===== src/rtl/led_cfg_if.sv =====
// Config port bundle for led_pattern_ctrl: valid/ready write of one channel's mode/duty.
// Ports: cfg_valid, cfg_ch, cfg_mode, cfg_duty (master->slave); cfg_ready (slave->master).
interface led_cfg_if #(
  parameter int CH_W  = 2,
  parameter int PWM_W = 4
);
  logic             cfg_valid;
  logic             cfg_ready;
  logic [CH_W-1:0]  cfg_ch;
  logic [1:0]       cfg_mode;
  logic [PWM_W-1:0] cfg_duty;

  modport master (
    output cfg_valid,
    output cfg_ch,
    output cfg_mode,
    output cfg_duty,
    input  cfg_ready
  );

  modport slave (
    input  cfg_valid,
    input  cfg_ch,
    input  cfg_mode,
    input  cfg_duty,
    output cfg_ready
  );
endinterface


===== src/rtl/led_pattern_ctrl.sv =====
// Multi-channel LED cathode driver: per-channel OFF/ON/BLINK/PWM, runtime config port.
// Ports: clk, rst_n (sync, active low), cfg (slave), kled_tri (1 = lit), tick (prescaler pulse).
module led_pattern_ctrl #(
  parameter int NUM_CH      = 4,
  parameter int PRESC_DIV   = 6000000,
  parameter int BLINK_TICKS = 4,
  parameter int PWM_W       = 4,
  localparam int CH_W       = (NUM_CH > 1) ? $clog2(NUM_CH) : 1
) (
  input  logic              clk,
  input  logic              rst_n,
  led_cfg_if.slave          cfg,
  output logic [NUM_CH-1:0] kled_tri,
  output logic              tick
);

  localparam int PR_W = $clog2(PRESC_DIV);
  localparam int BL_W = (BLINK_TICKS > 1) ? $clog2(BLINK_TICKS) : 1;

  localparam logic [PR_W-1:0] PR_LAST = PR_W'(PRESC_DIV - 1);
  localparam logic [BL_W-1:0] BL_LAST = BL_W'(BLINK_TICKS - 1);

  typedef enum logic [1:0] {
    M_OFF   = 2'd0,
    M_ON    = 2'd1,
    M_BLINK = 2'd2,
    M_PWM   = 2'd3
  } mode_e;

  // S_HOLD is the one dead cycle after reset or after an accept.
  typedef enum logic {
    S_HOLD = 1'b0,
    S_RDY  = 1'b1
  } cfg_st_e;

  logic [PR_W-1:0]   presc_q, presc_d;
  logic              tick_q, tick_d;
  logic [BL_W-1:0]   blink_q, blink_d;
  logic              phase_q, phase_d;
  logic [PWM_W-1:0]  pwm_q, pwm_d;
  mode_e             mode_q [NUM_CH];
  mode_e             mode_d [NUM_CH];
  logic [PWM_W-1:0]  duty_q [NUM_CH];
  logic [PWM_W-1:0]  duty_d [NUM_CH];
  logic [NUM_CH-1:0] kled_q, kled_d;
  cfg_st_e           st_q, st_d;

  logic wrap;
  logic accept;

  assign wrap   = (presc_q == PR_LAST);
  assign accept = cfg.cfg_valid && (st_q == S_RDY);

  assign cfg.cfg_ready = (st_q == S_RDY);
  assign kled_tri      = kled_q;
  assign tick          = tick_q;

  always_comb begin
    st_d = st_q;
    unique case (st_q)
      S_HOLD: st_d = S_RDY;
      S_RDY:  st_d = accept ? S_HOLD : S_RDY;
      default: st_d = S_HOLD;
    endcase
  end

  always_comb begin
    presc_d = wrap ? '0 : presc_q + PR_W'(1);
    tick_d  = wrap;
    blink_d = blink_q;
    phase_d = phase_q;
    if (wrap) begin
      if (blink_q == BL_LAST) begin
        blink_d = '0;
        phase_d = ~phase_q;
      end else begin
        blink_d = blink_q + BL_W'(1);
      end
    end
    pwm_d = pwm_q + PWM_W'(1);
  end

  // Out-of-range channels match no index, so they are silently dropped.
  always_comb begin
    mode_d = mode_q;
    duty_d = duty_q;
    for (int i = 0; i < NUM_CH; i++) begin
      if (accept && (cfg.cfg_ch == CH_W'(i))) begin
        mode_d[i] = mode_e'(cfg.cfg_mode);
        if (mode_e'(cfg.cfg_mode) == M_PWM) begin
          duty_d[i] = cfg.cfg_duty;
        end
      end
    end
  end

  // Output is taken from current state so a new mode shows one edge after accept.
  always_comb begin
    kled_d = '0;
    for (int i = 0; i < NUM_CH; i++) begin
      unique case (mode_q[i])
        M_OFF:   kled_d[i] = 1'b0;
        M_ON:    kled_d[i] = 1'b1;
        M_BLINK: kled_d[i] = phase_q;
        M_PWM:   kled_d[i] = (pwm_q < duty_q[i]);
        default: kled_d[i] = 1'b0;
      endcase
    end
  end

  always_ff @(posedge clk) begin
    if (!rst_n) begin
      presc_q <= '0;
      tick_q  <= 1'b0;
      blink_q <= '0;
      phase_q <= 1'b0;
      pwm_q   <= '0;
      kled_q  <= '0;
      st_q    <= S_HOLD;
      for (int i = 0; i < NUM_CH; i++) begin
        mode_q[i] <= M_OFF;
        duty_q[i] <= '0;
      end
    end else begin
      presc_q <= presc_d;
      tick_q  <= tick_d;
      blink_q <= blink_d;
      phase_q <= phase_d;
      pwm_q   <= pwm_d;
      kled_q  <= kled_d;
      st_q    <= st_d;
      for (int i = 0; i < NUM_CH; i++) begin
        mode_q[i] <= mode_d[i];
        duty_q[i] <= duty_d[i];
      end
    end
  end

endmodule

===== src/flat_wrapper.sv =====
// flat-port wrapper written by rule: the top's interface ports become plain ports
module led_pattern_ctrl_flat 
#(
  parameter int NUM_CH      = 4,
  parameter int PRESC_DIV   = 6000000,
  parameter int BLINK_TICKS = 4,
  parameter int PWM_W       = 4,
  localparam int CH_W       = (NUM_CH > 1) ? $clog2(NUM_CH) : 1
)
  (clk, rst_n, kled_tri, tick, cfg_cfg_valid, cfg_cfg_ch, cfg_cfg_mode, cfg_cfg_duty, cfg_cfg_ready);
  led_cfg_if #(.PWM_W(PWM_W)) cfg_i ();
  input  logic clk;
  input  logic rst_n;
  output logic [NUM_CH-1:0] kled_tri;
  output logic tick;
  input wire logic [$bits(cfg_i.cfg_valid)-1:0] cfg_cfg_valid;
  input wire logic [$bits(cfg_i.cfg_ch)-1:0] cfg_cfg_ch;
  input wire logic [$bits(cfg_i.cfg_mode)-1:0] cfg_cfg_mode;
  input wire logic [$bits(cfg_i.cfg_duty)-1:0] cfg_cfg_duty;
  output wire logic [$bits(cfg_i.cfg_ready)-1:0] cfg_cfg_ready;
  assign cfg_i.cfg_valid = cfg_cfg_valid;
  assign cfg_i.cfg_ch = cfg_cfg_ch;
  assign cfg_i.cfg_mode = cfg_cfg_mode;
  assign cfg_i.cfg_duty = cfg_cfg_duty;
  assign cfg_cfg_ready = cfg_i.cfg_ready;
  led_pattern_ctrl #(.NUM_CH(NUM_CH), .PRESC_DIV(PRESC_DIV), .BLINK_TICKS(BLINK_TICKS), .PWM_W(PWM_W)) u_core (.clk(clk), .rst_n(rst_n), .cfg(cfg_i), .kled_tri(kled_tri), .tick(tick));
endmodule

===== config.mk =====
export PLATFORM = sky130hd
export DESIGN_NAME = led_pattern_ctrl_flat
export DESIGN_NICKNAME = d
export VERILOG_FILES = /design/src/rtl/led_cfg_if.sv /design/src/rtl/led_pattern_ctrl.sv /design/src/flat_wrapper.sv
export SDC_FILE = /design/constraint.sdc
export NUM_CORES = 1
export LEC_CHECK = 0
export BUFFER_PORTS_ARGS = -buffer_cell sky130_fd_sc_hd__buf_2
export CAP_MARGIN = 20
export CORE_MARGIN = 5
export CORE_UTILIZATION = 55
export CTS_CLUSTER_DIAMETER = 40
export DETAILED_ROUTE_END_ITERATION = 6
export GPL_ROUTABILITY_DRIVEN = 0
export PLACE_DENSITY = 0.77
export REMOVE_ABC_BUFFERS = 1
export SLEW_MARGIN = 20
export SYNTH_ARGS = -nofsm -noshare
export SYNTH_HDL_FRONTEND = slang
export SYNTH_SLANG_ARGS = --single-unit

===== constraint.sdc =====
create_clock -name clk -period 3.15 [get_ports clk]
set_clock_uncertainty 0.2 [all_clocks]
set_input_delay 0.1575 -clock clk [delete_from_list [all_inputs] [get_ports clk]]
set_output_delay 0.1575 -clock clk [all_outputs]
set_load 0.05 [all_outputs]

# == Word level (Yosys, flattened, before mapping) ==
# Cells that the tools add are included.
# Widths: inputs -> output; s select.
# totals
regBits,60
input_bits,11
# classes
n_addsub,3
n_lt_le_gt_ge,4
n_eq_ne,18
n_mux,7
n_bitwise,3
reduce_logical,16
# ops
op,count
$eq 2x2->1 const B,12
$add 23x1->23 const B,1
$eq 23x23->1 const B,1
$lt 4x4->1,4
$pmux 1 s4,4
$eq 2x1->1 const B,5
$logic_not 2->1,5
$reduce_and 2->1,5
$logic_and 1x1->1,5
$add 4x1->4 const B,1
$not 1->1,3
$add 2x1->2 const B,1
$mux 2,1
$pmux 1 s2,1
$reduce_or 2->1,1
$mux 1,1

# == Depth between registers and ports, before layout ==
# Gate-level depths: netlist (run 1).
# logic_depth
ltp_word,3
depth_mapped,7
mapped_depth_nobuf,5

# == Worst setup path before layout (run 1) ==
# No wires, ideal clock.
# synth_timing
path_kind,flip-flop to flip-flop
start,register u_core.presc_q[0]
end,register u_core.presc_q[22]
setup_time_ps,66
arrival_time_ps,2031
path_slack_ps,853
stages_incl_launch_ff,7
period_less_slack_ps,2297
path_cell_list,dfxtp_1 > ha_1 > nand4_4 > or4_1 > buf_2 > or4b_4 > a21oi_2
# synth_via
elab_chain_len,2
# synth_rtl
element,line_no,source
"start, declared",led_pattern_ctrl.sv:36,"logic [PR_W-1:0] presc_q, presc_d;"
"start signal, assigned",led_pattern_ctrl.sv:125,presc_q <= presc_d;
"parallel branches: the longest is 2 deep, another holds $add 23x1->23",-,
# Several ways; the timed one is not identified.
# A chain may end at the register's enable or synchronous reset.

# == Worst setup path after layout (run 1) ==
# Ends and elaborated chain as after synthesis.

==> results of run 1 <==
[registers in the layout (all words and copies together) (netlist names)]
| name | cells |
|---|---|
| u_core.presc_q | 23 |
| u_core.duty_q | 16 |
| u_core.mode_q | 8 |
| u_core.kled_tri | 4 |
| u_core.pwm_q | 4 |
| u_core.blink_q | 2 |
| u_core.cfg.cfg_ready | 1 |
| u_core.phase_q | 1 |
| u_core.tick | 1 |
[layer usage]
layer | part of all wire (%) | GRT usage, %
met5 | 0 | 0
met4 | 2.0 | 8.11
met3 | 3.4 | 7.85
met2 | 48 | 31.4
met1 | 46 | 21.2
[stage by stage]
step	power [W]	hold WS (ps)	cells	setup slack [ps]
after detailed placement	0.000884	205	386	731
after global routing	0.00181	82.4	410	604
final	0.00173	53.5	410	710
after global placement	0.000879	193	386	789
after CTS	0.00175	40.7	410	707
after floorplan	0.000850	53.4	301	528
[worst paths after layout]
kind / to / slack [ps] / depth (start not counted)
max: u_core.presc_q[22] / 710 / 5
min: u_core.mode_q[6] / 50 / 4
max reg2reg: u_core.presc_q[22] / 710 / 5
min reg2reg: u_core.presc_q[0] / 270 / 1
[logic make-up (layout without fill, tap and decap cells)]
family                     after synthesis  count (layout)
adders and majority gates               15              15
and+or+nand+nor                        110             110
muxes                                   12              12
xor gates and xnor gates                16              16
AOI/OAI and AO/OA                       66              66
buffers and inverters                   32              64
DFF                                     60              60
[power by group through the flow]
stage,combinational (W),sequential (W),clock [W]
after floorplan,0.0000476,0.000802,0
after global placement,0.0000787,0.000801,0
after detailed placement,0.0000824,0.000801,0
after CTS,0.0000907,0.000784,0.000874
after global routing,0.000101,0.000785,0.000919
final,0.0000899,0.000784,0.000858
[cell usage in the layout, fill, tap and decap left out, types with 6 or more instances in the layout]
cell / count
sky130_fd_sc_hd__nor3_1: 6
sky130_fd_sc_hd__mux2i_1: 12
sky130_fd_sc_hd__buf_2: 16
sky130_fd_sc_hd__nor2_1: 38
sky130_fd_sc_hd__a21oi_1: 29
sky130_fd_sc_hd__dfxtp_1: 60
sky130_fd_sc_hd__inv_1: 21
sky130_fd_sc_hd__clkbuf_8: 10
sky130_fd_sc_hd__xnor2_1: 13
sky130_fd_sc_hd__nand3_1: 11
sky130_fd_sc_hd__o21ai_0: 18
sky130_fd_sc_hd__dlygate4sd3_1: 8
sky130_fd_sc_hd__o21a_1: 6
sky130_fd_sc_hd__ha_1: 15
sky130_fd_sc_hd__nand2_1: 20
[repair_timing]
action                    in CTS  in global routing
hold buffers                   8                  0
resized for setup              0                  0
hold endpoints to repair      27                  0
[final cells by class]
class | instances | area (um^2) | share of cell area, %
Multi-Input combinational cell | 219 | 1400 | 43.8
Clock buffer | 10 | 138 | 4.32
Tap cell | 67 | 83.8 | 2.63
Sequential cell | 60 | 1200 | 37.7
Clock inverter | 6 | 111 | 3.49
Inverter | 22 | 82.6 | 2.59
Timing Repair Buffer | 26 | 175 | 5.49
[worst max-delay path: cells and delay by family (launching register included)]
family | cells | cell delay [ps]
AO/OA/AOI/OAI | 1 | 130
AND/OR/NAND/NOR | 3 | 1420
flip-flops | 1 | 370
adder cells (fa/ha/maj) | 1 | 260
==> summary.txt, run 1 <==
ROUTING
----------------------------------------------------------------------------
Via density                                                             5.43
Total via count in the routed design                                    2228
DRC marker count from the first detailed-route iteration                 102
Remaining routing DRC violations                                           0
Post-Route WL                                                        5430 um
Wire length per cell after detailed routing                          13.2 um
First drt pass iteration count                                             4
Antenna Nets Post-Route                                                    0

CTS
----------------------------------------------------------------------------
Cell at the root of the clock tree                              sky130_fd_sc_hd__clkbuf_8
CTS H-Tree Depth                                                           3
Reg clk slew, reported paths                                           70 ps
Clk_lat worst skew                                                    340 ps
Buffer levels on the longest clock path                                    2
Clock net sink count                                                      60
Post-CTS setup buffers                                                     0
CTS buffer count                                                           9
TritonCTS clock tree                                                   built

GLOBAL ROUTING
----------------------------------------------------------------------------
Total global-route track usage                                         18.9%
GRT overflow                                                               0
Antenna violations before repair                                           0
First-pass GRT wire length                                           9320 um
Vias in the first global route                                          2079
Maximum number of pins on one net before global-route repair              38

LOGIC SYNTHESIS
----------------------------------------------------------------------------
Post-synthesis share of cell area spent on xor and xnor gates          5.15%
Sequential share of the synthesized area                               44.1%
Post-synthesis adder-cell area fraction                                6.89%
Ys async rst share                                                        0%
Dominant combinational cell family by area after synthesis      simple AND/OR/NAND/NOR gates
Cell variety after synth                                                  36
Post-synth EDFFs                                                           0
Largest area contributor in the synthesized netlist             sky130_fd_sc_hd__dfxtp_1
Average size of a mapped cell                                      8.75 um^2
Number of cells produced by synthesis                                    311
Synth area leaders                                              sky130_fd_sc_hd__dfxtp_1 44%, sky130_fd_sc_hd__ha_1 6.9%, sky130_fd_sc_hd__a21oi_1 5.3%
Total of warnings raised by yosys                                          0
Post-synthesis mux area share                                          4.41%
Register bit total from synthesis                                         60
Most frequent cell after synthesis                              sky130_fd_sc_hd__dfxtp_1
Most instantiated cells after synthesis                         60 x sky130_fd_sc_hd__dfxtp_1, 38 x sky130_fd_sc_hd__nor2_1, 29 x sky130_fd_sc_hd__a21oi_1, 21 x sky130_fd_sc_hd__inv_1, 20 x sky130_fd_sc_hd__nand2_1
Post-Synth Simple-Gate Area                                            20.8%
Area fraction in compound gates after synthesis                        14.1%
Flip-flop cell with the highest count after synthesis           sky130_fd_sc_hd__dfxtp_1
Cell area after technology mapping                                 2720 um^2
Area share of the largest cell type after synthesis                    44.1%

TIMING
----------------------------------------------------------------------------
Min cycle time layout                                                2440 ps
Total Neg Setup Slack                                                   0 ps
Count of final hold-check violations                                       0
Worst slew margin relative to its limit                                59.2%
Setup violations, final                                                    0
Slew @ Worst Pin                                                      610 ps
Share of the cycle needed by the critical path after routing           77.4%
Max Transition Viols Final                                                 0
Unrepaired setup endpoints after global routing                        false
Max Fclk                                                             410 MHz

PWR
----------------------------------------------------------------------------
Switching portion of total power                                       21.8%
Share of total power in the clock network                              49.5%
Combinational power share                                               5.2%
Share of power burned in registers                                     45.3%
Leak Pwr                                                             1.14 nW
Highest ir drop seen on vdd                                         0.295 mV
Total power density per cell area                                543 nW/um^2
P_int                                                              0.00135 W
Sw Pwr                                                            0.000377 W

CELLS AND AREA
----------------------------------------------------------------------------
Final non-filler cell area                                         3190 um^2
Layout fillers                                                           400
Nets                                                                     364
Proportion of layout cells with a drive suffix above 1                 12.2%
Final Util                                                             67.1%
Number of diodes                                                           0
Synth-to-layout area growth                                            17.1%

WORST SETUP PATH
----------------------------------------------------------------------------
Setup crit end kind                                                 register
Worst r2r src                                                   u_core.presc_q[0]
Biggest fanout along the worst timing path                                 8
List of cells traversed by the critical path                    ha_1, nand4_4, or4_1, or4b_4, a21oi_2
Maximum cell stage delay along the critical path                      690 ps
Launching element of the worst setup path                       u_core.presc_q[0]
CP Class                                                             reg2reg
CP max-delay cell                                               sky130_fd_sc_hd__or4_1
Required time at the endpoint of the critical path                   3230 ps
Kind of launch point of the worst setup path                        register
Arrival @ worst endpoint                                             2520 ps

PLACED DESIGN
----------------------------------------------------------------------------
Number of buffers inserted by port buffering                              16
Cell area after placement                                          2860 um^2
Half-perimeter wire length after placement                           3640 um

OUTCOME
----------------------------------------------------------------------------
Result of the run                                               finished, final reports clean

FLOORPLAN
----------------------------------------------------------------------------
Site row count                                                            25
Placeable core area                                                4750 um^2
Die ar.                                                            6460 um^2
Initial Util                                                           57.3%
Die width                                                            80.4 um
I/O pin count                                                             17
Die span in y                                                        80.4 um

HOLD PATH
----------------------------------------------------------------------------
Startpoint of the worst hold path                               cfg_cfg_ch[0]
Type of the most critical hold path                                   in2reg

JOB
----------------------------------------------------------------------------
Max cap viols                                                              0

No activity file was read; power rests on OpenSTA's default activity.
==> run 2, diff against run 1 <==
--- a/config.mk
+++ b/config.mk
@@ -5,6 +5,7 @@
 export SDC_FILE = /design/constraint.sdc
 export NUM_CORES = 1
 export LEC_CHECK = 0
+export ABC_AREA = 1
 export BUFFER_PORTS_ARGS = -buffer_cell sky130_fd_sc_hd__buf_2
 export CAP_MARGIN = 20
 export CORE_MARGIN = 5
==> constraint.sdc (replaced) <==
create_clock -name clk -period 2.3 [get_ports clk]
set_clock_uncertainty 0.2 [all_clocks]
set_input_delay 0.115 -clock clk [delete_from_list [all_inputs] [get_ports clk]]
set_output_delay 0.115 -clock clk [all_outputs]
set_load 0.05 [all_outputs]
==> run 2 against run 1 <==
Effect of this change: utilization fell by 1.7 points; global-route usage fell by 1.1 points; fmax rose by 34%; first-iteration DRC count rose by 78%; largest power group is now registers; highest routed layer unchanged.
==> summary.txt, run 2 <==
OUTCOME
----------------------------------------------------------------------------------
Result of the run                                                     finished, final reports clean

CTS
----------------------------------------------------------------------------------
Clock net sink count                                                            60   unchanged
Clk_lat worst skew                                                          340 ps   about the same
Cell at the root of the clock tree                                    sky130_fd_sc_hd__clkbuf_8
TritonCTS clock tree                                                         built
Post_cts resized                                                                 0   unchanged
CTS buffer count                                                                 9   unchanged
Buffer levels on the longest clock path                                          2   unchanged
Reg clk slew, reported paths                                                 70 ps   about the same
CTS H-Tree Depth                                                                 3   unchanged

ROUTING
----------------------------------------------------------------------------------
Antenna Nets Post-Route                                                          0   unchanged
Via density                                                                   4.97   -8.5%
DRC marker count from the first detailed-route iteration                       182   +78%
Post-Route WL                                                              5940 um   +9.4%
First drt pass iteration count                                                   5   +1
Wire length per cell after detailed routing                                11.9 um   -9.8%
Remaining routing DRC violations                                                 0   unchanged
Total via count in the routed design                                          2472   +11%

LOGIC SYNTHESIS
----------------------------------------------------------------------------------
Post-synth EDFFs                                                                 0   unchanged
Register bit total from synthesis                                               60   unchanged
Sequential share of the synthesized area                                     40.7%   -3.5 points
Area share of the largest cell type after synthesis                          40.7%   -3.5 points
Ys async rst share                                                              0%   unchanged
Number of cells produced by synthesis                                          393   +26%
Flip-flop cell with the highest count after synthesis                 sky130_fd_sc_hd__dfxtp_1
Largest area contributor in the synthesized netlist                   sky130_fd_sc_hd__dfxtp_1
Total of warnings raised by yosys                                                0   unchanged
Most instantiated cells after synthesis                               71 x sky130_fd_sc_hd__nand2_1, 60 x sky130_fd_sc_hd__dfxtp_1, 49 x sky130_fd_sc_hd__inv_1, 46 x sky130_fd_sc_hd__nor2_1, 40 x sky130_fd_sc_hd__a21oi_1
Average size of a mapped cell                                            7.52 um^2   -14%
Cell variety after synth                                                        29   -19%
Synth area leaders                                                    sky130_fd_sc_hd__dfxtp_1 41%, sky130_fd_sc_hd__nand2_1 9.0%, sky130_fd_sc_hd__a21oi_1 6.8%
Most frequent cell after synthesis                                    sky130_fd_sc_hd__nand2_1
Cell area after technology mapping                                       2950 um^2   +8.5%

WORST SETUP PATH
----------------------------------------------------------------------------------
Biggest fanout along the worst timing path                                      22   +14
List of cells traversed by the critical path                          ha_1, nand2_2, nor2_8, nand2_4, nor2_4, nand2_4, nand2_4, a21oi_1
Required time at the endpoint of the critical path                         2310 ps   -920 ps
Maximum cell stage delay along the critical path                            370 ps   -320 ps
Cell mode on critical path                                            sky130_fd_sc_hd__nand2_4
CP max-delay cell                                                     sky130_fd_sc_hd__dfxtp_1
Kind of launch point of the worst setup path                              register
CP Class                                                                   reg2reg
Arrival @ worst endpoint                                                   1830 ps   -690 ps
Setup crit end kind                                                       register

FLOORPLAN
----------------------------------------------------------------------------------
Site row count                                                                  26   +4.0%
I/O pin count                                                                   17   unchanged
Die width                                                                  83.3 um   +3.6%
Die span in y                                                              83.3 um   +3.6%
Placeable core area                                                      5170 um^2   +8.8%
Die ar.                                                                  6940 um^2   +7.4%
Initial Util                                                                 57.1%   -0.15 points

PLACED DESIGN
----------------------------------------------------------------------------------
Cell area after placement                                                3080 um^2   +7.7%
Worst slack at placement                                                    469 ps   -261 ps
Placed cell count                                                              473   +23%
Number of buffers inserted by port buffering                                    16   unchanged
Half-perimeter wire length after placement                                 4180 um   +15%

CELLS AND AREA
----------------------------------------------------------------------------------
Filler-free cell count of the finished design                                  497   +21%
Top flop regs                                                         u_core.presc_q (23), u_core.duty_q (16), u_core.mode_q (8)
Synth-to-layout area growth                                                  14.4%
Register with the most flip-flops                                     u_core.presc_q
Final non-filler cell area                                               3380 um^2   +6.0%
Number of diodes                                                                 0   unchanged
Leading cell type in the layout, fill and taps excluded               sky130_fd_sc_hd__nand2_1
Proportion of layout cells with a drive suffix above 1                       14.3%   +2.0 points
Flip-flop count of the largest register, all copies and words added             23   unchanged
Layout fillers                                                                 417   +4.3%
Top library cells by usage in the layout, fill and taps aside         71 x sky130_fd_sc_hd__nand2_1, 60 x sky130_fd_sc_hd__dfxtp_1, 49 x sky130_fd_sc_hd__inv_1
Nets                                                                           448   +23%

GLOBAL ROUTING
----------------------------------------------------------------------------------
Total global-route track usage                                               17.8%   -1.1 points
Antenna violations before repair                                                 0   unchanged
GRT overflow                                                                     0   unchanged
Vias in the first global route                                                2325   +12%
Maximum number of pins on one net before global-route repair                    31   -18%
First-pass GRT wire length                                                10300 um   +10%

JOB
----------------------------------------------------------------------------------
Max cap viols                                                                    0   unchanged

TIMING
----------------------------------------------------------------------------------
Count of final hold-check violations                                             0   unchanged
Setup violations, final                                                          0   unchanged
Worst slew margin relative to its limit                                      67.6%   +8.4 points
Min cycle time layout                                                      1820 ps   -620 ps
Total Neg Setup Slack                                                         0 ps   unchanged
Max Fclk                                                                   550 MHz   +34%
Unrepaired setup endpoints after global routing                              false
Share of the cycle needed by the critical path after routing                 79.1%   +1.7 points
Final Worst Setup Slack                                                     481 ps   -230 ps
Slew @ Worst Pin                                                            486 ps   -125 ps
Max Transition Viols Final                                                       0   unchanged

PWR
----------------------------------------------------------------------------------
Total power density per cell area                                      668 nW/um^2   +23%
Highest ir drop seen on vdd                                               0.397 mV   +35%
Leak Pwr                                                                   1.36 nW   +20%

HOLD PATH
----------------------------------------------------------------------------------
Type of the most critical hold path                                         in2reg

## run 2: changes by cell type in the layout (fill, tap and decap cells not counted), moves of 6 or more
cell / delta
sky130_fd_sc_hd__a21oi_1: +11
sky130_fd_sc_hd__inv_1: +28
sky130_fd_sc_hd__mux2i_1: -12
sky130_fd_sc_hd__nand2_1: +51
sky130_fd_sc_hd__nand3_1: +8
sky130_fd_sc_hd__nor2_1: +8
sky130_fd_sc_hd__nor2_2: +14
sky130_fd_sc_hd__o21a_1: -6
sky130_fd_sc_hd__o21ai_0: +10
sky130_fd_sc_hd__xnor2_1: -8
## run 2: metal layers
layer | part of all wire (%) | wire length, um | GRT usage [%]
met2 | 44 | 2590 | 27.3
met3 | 4.3 | 257 | 5.74
met4 | 1.4 | 85 | 5.35
met5 | 0 | 0 | 0
met1 | 51 | 3000 | 23.9
## run 2: final timing paths
path / startpoint / endpoint / slack (ps) / depth (start not counted)
worst min-delay path: rst_n / u_core.pwm_q[1] / 30 / 3
worst max-delay path: u_core.presc_q[0] / u_core.presc_q[3] / 480 / 8
worst max register to register: u_core.presc_q[0] / u_core.presc_q[3] / 480 / 8
worst min register to register: u_core.duty_q[0] / u_core.duty_q[0] / 250 / 2
## run 2: stage by stage
stage               total power [W]  util, %  hold WS (ps)
global route                0.00234     65.3          56.6
detailed placement          0.00123     59.6           242
global placement            0.00123     59.6           229
floorplan                   0.00118        -          8.45
CTS                         0.00227     65.3          17.1
finish                      0.00226     65.3          28.6
## run 2: cell type report
cell class | instances | area (um^2) | share of cell area (%)
clock buffer | 12 | 145 | 4.29
multi-input combinational | 275 | 1520 | 44.9
timing repair buffer | 24 | 160 | 4.74
tap | 70 | 87.6 | 2.59
sequential | 60 | 1200 | 35.5
inverter | 52 | 195 | 5.78
clock inverter | 4 | 72.6 | 2.15
## run 2: what timing repair did
action                                 in CTS  in global routing
endpoints found under the hold margin      24                  0
hold buffers                                8                  0
setup buffers                               0                  0
## run 2: cell families (layout without fill, tap and decap cells)
logic type / Yosys count / after routing / share of synthesized area, %
AOI/OAI and AO/OA: 73 / 73 / 12.7
xor gates and xnor gates: 10 / 10 / 2.96
adders and majority gates: 15 / 15 / 6.35
buffers and inverters: 58 / 92 / 7.96
DFF: 60 / 60 / 40.7
and+or+nand+nor: 177 / 177 / 29.4
## run 2: power breakdown
part           internal (W)  leakage (nW)  switching, W  total [W]
clock              0.000639         0.107      0.000399    0.00104
combinational     0.0000538         0.772     0.0000908   0.000145
sequential          0.00106         0.486     0.0000170    0.00108
total               0.00175          1.36      0.000507    0.00226
## run 2: critical path, delay by kind of cell, from the launching register on
kind	cells	cell delay, ps
flops	1	370
compound gates	1	80
simple gates	6	840
fa+ha+maj	1	200
==> run 3, diff against run 2 <==
==> constraint.sdc (replaced) <==
create_clock -name clk -period 1.7 [get_ports clk]
set_clock_uncertainty 0.2 [all_clocks]
set_input_delay 0.085 -clock clk [delete_from_list [all_inputs] [get_ports clk]]
set_output_delay 0.085 -clock clk [all_outputs]
set_load 0.05 [all_outputs]
==> run 3 against run 2 <==
Effect of this change: power grew 26%; final cell count grew 3.6%; first-iteration DRC count grew 20%; utilization grew 3.4 points; combinational power grew 48%; die area is the same; clock power grew 12%; highest routed layer unchanged; largest cell class unchanged; critical path depth is the same; sequential share of layout area shrank 1.7 points.
==> summary.txt, run 3 (same netlist as run 2, synthesis figures left out) <==
WORST SETUP PATH
------------------------------------------------------------------------------------
Count of buffering cells on the critical path with inverters included              1   +1
Biggest fanout along the worst timing path                                         5   -77%
Cell mode on critical path                                              sky130_fd_sc_hd__nand2_4
Maximum cell stage delay along the critical path                              350 ps   -20 ps
Launching element of the worst setup path                               u_core.presc_q[1]
List of cells traversed by the critical path                            ha_4, nand2_4, nor2_8, nand2_4, nor2_4, inv_2, or2_0, a21oi_1
CP max-delay cell                                                       sky130_fd_sc_hd__dfxtp_2
Worst r2r src                                                           u_core.presc_q[1]
Cell family contributing the most delay on the critical path            simple AND/OR/NAND/NOR gates
Setup crit end kind                                                         register
Required time at the endpoint of the critical path                           1770 ps   -540 ps
Arrival @ worst endpoint                                                     1680 ps   -150 ps
Kind of launch point of the worst setup path                                register
CP Class                                                                     reg2reg

PWR
------------------------------------------------------------------------------------
Highest ir drop seen on vdd                                                 0.492 mV   +24%
Combinational power share                                                       7.6%   +1.2 points
Share of total power in the clock network                                      41.0%   -5.0 points
Switching portion of total power                                               23.5%   +1.0 points
Share of power burned in registers                                             51.4%   +3.8 points
Total power density per cell area                                        797 nW/um^2   +19%
P_int                                                                      0.00217 W   +24%
Post-route total power                                                     0.00283 W   +26%
Sw Pwr                                                                    0.000665 W   +31%
Leak Pwr                                                                     1.48 nW   +8.3%

CELLS AND AREA
------------------------------------------------------------------------------------
Top flop regs                                                           u_core.presc_q (23), u_core.duty_q (16), u_core.mode_q (8)
Final Util                                                                     68.8%   +3.4 points
Proportion of layout cells with a drive suffix above 1                         19.3%   +5.0 points
Leading cell type in the layout, fill and taps excluded                 sky130_fd_sc_hd__nand2_1
Layout fillers                                                                   415   -0.48%
Nets                                                                             466   +4.0%
Number of diodes                                                                   0   unchanged
Register with the most flip-flops                                       u_core.presc_q
Synth-to-layout area growth                                                    20.4%
Flip-flop count of the largest register, all copies and words added               23   unchanged
Top library cells by usage in the layout, fill and taps aside           68 x sky130_fd_sc_hd__nand2_1, 58 x sky130_fd_sc_hd__dfxtp_1, 48 x sky130_fd_sc_hd__inv_1
Filler-free cell count of the finished design                                    515   +3.6%

PLACED DESIGN
------------------------------------------------------------------------------------
Number of buffers inserted by port buffering                                      16   unchanged
Half-perimeter wire length after placement                                   4420 um   +5.7%
Placed cell count                                                                485   +2.5%

ROUTING
------------------------------------------------------------------------------------
Antenna Nets Post-Route                                                            0   unchanged
Total via count in the routed design                                            2620   +6.0%
Via density                                                                     5.09   +2.3%
Wire length per cell after detailed routing                                  12.2 um   +2.4%
DRC marker count from the first detailed-route iteration                         218   +20%
Remaining routing DRC violations                                                   0   unchanged
First drt pass iteration count                                                     4   -1
Post-Route WL                                                                6300 um   +6.1%

FLOORPLAN
------------------------------------------------------------------------------------
Initial Util                                                                   57.1%   unchanged
I/O pin count                                                                     17   unchanged
Site row count                                                                    26   unchanged
Die width                                                                    83.3 um   unchanged
Placeable core area                                                        5170 um^2   unchanged
Die span in y                                                                83.3 um   unchanged
Die ar.                                                                    6940 um^2   unchanged

CTS
------------------------------------------------------------------------------------
Reg clk slew, reported paths                                                   60 ps   about the same
Cell at the root of the clock tree                                      sky130_fd_sc_hd__clkbuf_8
Clock net sink count                                                              60   unchanged
Clk_lat worst skew                                                            340 ps   about the same
Buffer levels on the longest clock path                                            2   unchanged
TritonCTS clock tree                                                           built
CTS H-Tree Depth                                                                   3   unchanged
CTS buffer count                                                                   9   unchanged

OUTCOME
------------------------------------------------------------------------------------
Result of the run                                                       finished, final reports clean

GLOBAL ROUTING
------------------------------------------------------------------------------------
GRT overflow                                                                       0   unchanged
Maximum number of pins on one net before global-route repair                      26   -16%
Antenna violations before repair                                                   0   unchanged
Total global-route track usage                                                 19.0%   +1.2 points
Vias in the first global route                                                  2438   +4.9%
First-pass GRT wire length                                                  10900 um   +5.8%

TIMING
------------------------------------------------------------------------------------
Worst slew margin relative to its limit                                        73.0%   +5.3 points
Max Transition Viols Final                                                         0   unchanged
Min cycle time layout                                                        1610 ps   -206 ps
Max Fclk                                                                     620 MHz   +13%
Count of final hold-check violations                                               0   unchanged
Setup violations, final                                                            0   unchanged
Slew @ Worst Pin                                                              405 ps   -80.7 ps
Share of the cycle needed by the critical path after routing                   94.9%   +16 points

HOLD PATH
------------------------------------------------------------------------------------
Startpoint of the worst hold path                                       u_core.duty_q[8]
Type of the most critical hold path                                          reg2reg

JOB
------------------------------------------------------------------------------------
Max cap viols                                                                      0   unchanged

==> run 3: worst paths after layout <==
path,to,slack (ps),cells past startpoint
max,u_core.presc_q[10],90,8
min,u_core.duty_q[8],250,2
max reg2reg,u_core.presc_q[10],90,8
min reg2reg,u_core.duty_q[8],250,2
==> run 3: what timing repair did <==
item	in CTS	in global routing
hold buffers	9	2
endpoints found under the setup margin	4	30
pin swaps	0	7
hold endpoints to repair	27	8
buffers inserted	0	4
gates resized for setup	2	17
gates cloned	0	0
==> run 3: power groups by stage <==
stage | logic (W) | registers, W | clock network, W
5_1_grt | 0.000248 | 0.00146 | 0.00125
4_1_cts | 0.000204 | 0.00145 | 0.00118
6_report | 0.000215 | 0.00146 | 0.00116
3_3_place_gp | 0.000179 | 0.00148 | 0
2_1_floorplan | 0.000109 | 0.00149 | 0
3_5_place_dp | 0.000186 | 0.00148 | 0
==> run 3: cell type report <==
cell class / instances / area, um^2 / area share, %
Clock inverter: 1 / 5.00 / 0.141
Multi-Input combinational cell: 275 / 1590 / 44.6
Inverter: 52 / 195 / 5.49
Clock buffer: 15 / 176 / 4.96
Tap cell: 70 / 87.6 / 2.46
Timing Repair Buffer: 42 / 303 / 8.51
Sequential cell: 60 / 1200 / 33.8
==> run 3: per-layer routing <==
layer	track usage [%]	up-vias	routed length, um
met4	7.58	0	89
met5	0	-	0
li1	-	1356	-
met2	29.9	53	2930
met3	4.46	9	291
met1	25.2	1202	2990
==> run 3: worst min-delay path, cell delays in order, from the launching register on <==
cell and delay (ps):
sky130_fd_sc_hd__dfxtp_1 300, sky130_fd_sc_hd__inv_1 50, sky130_fd_sc_hd__a21oi_1 50
==> run 3: metrics by stage <==
step                hold WS, ps  setup TNS (ps)  setup WS, ps  instance area, um^2
floorplan                 -21.5           -2500          -188                 2910
global placement            199               0          53.9                 3170
CTS                        31.1           -2.89         -2.89                 3450
detailed placement          210               0          2.24                 3170
global route                274           -30.9         -11.5                 3560
finish                      247               0          86.9                 3560
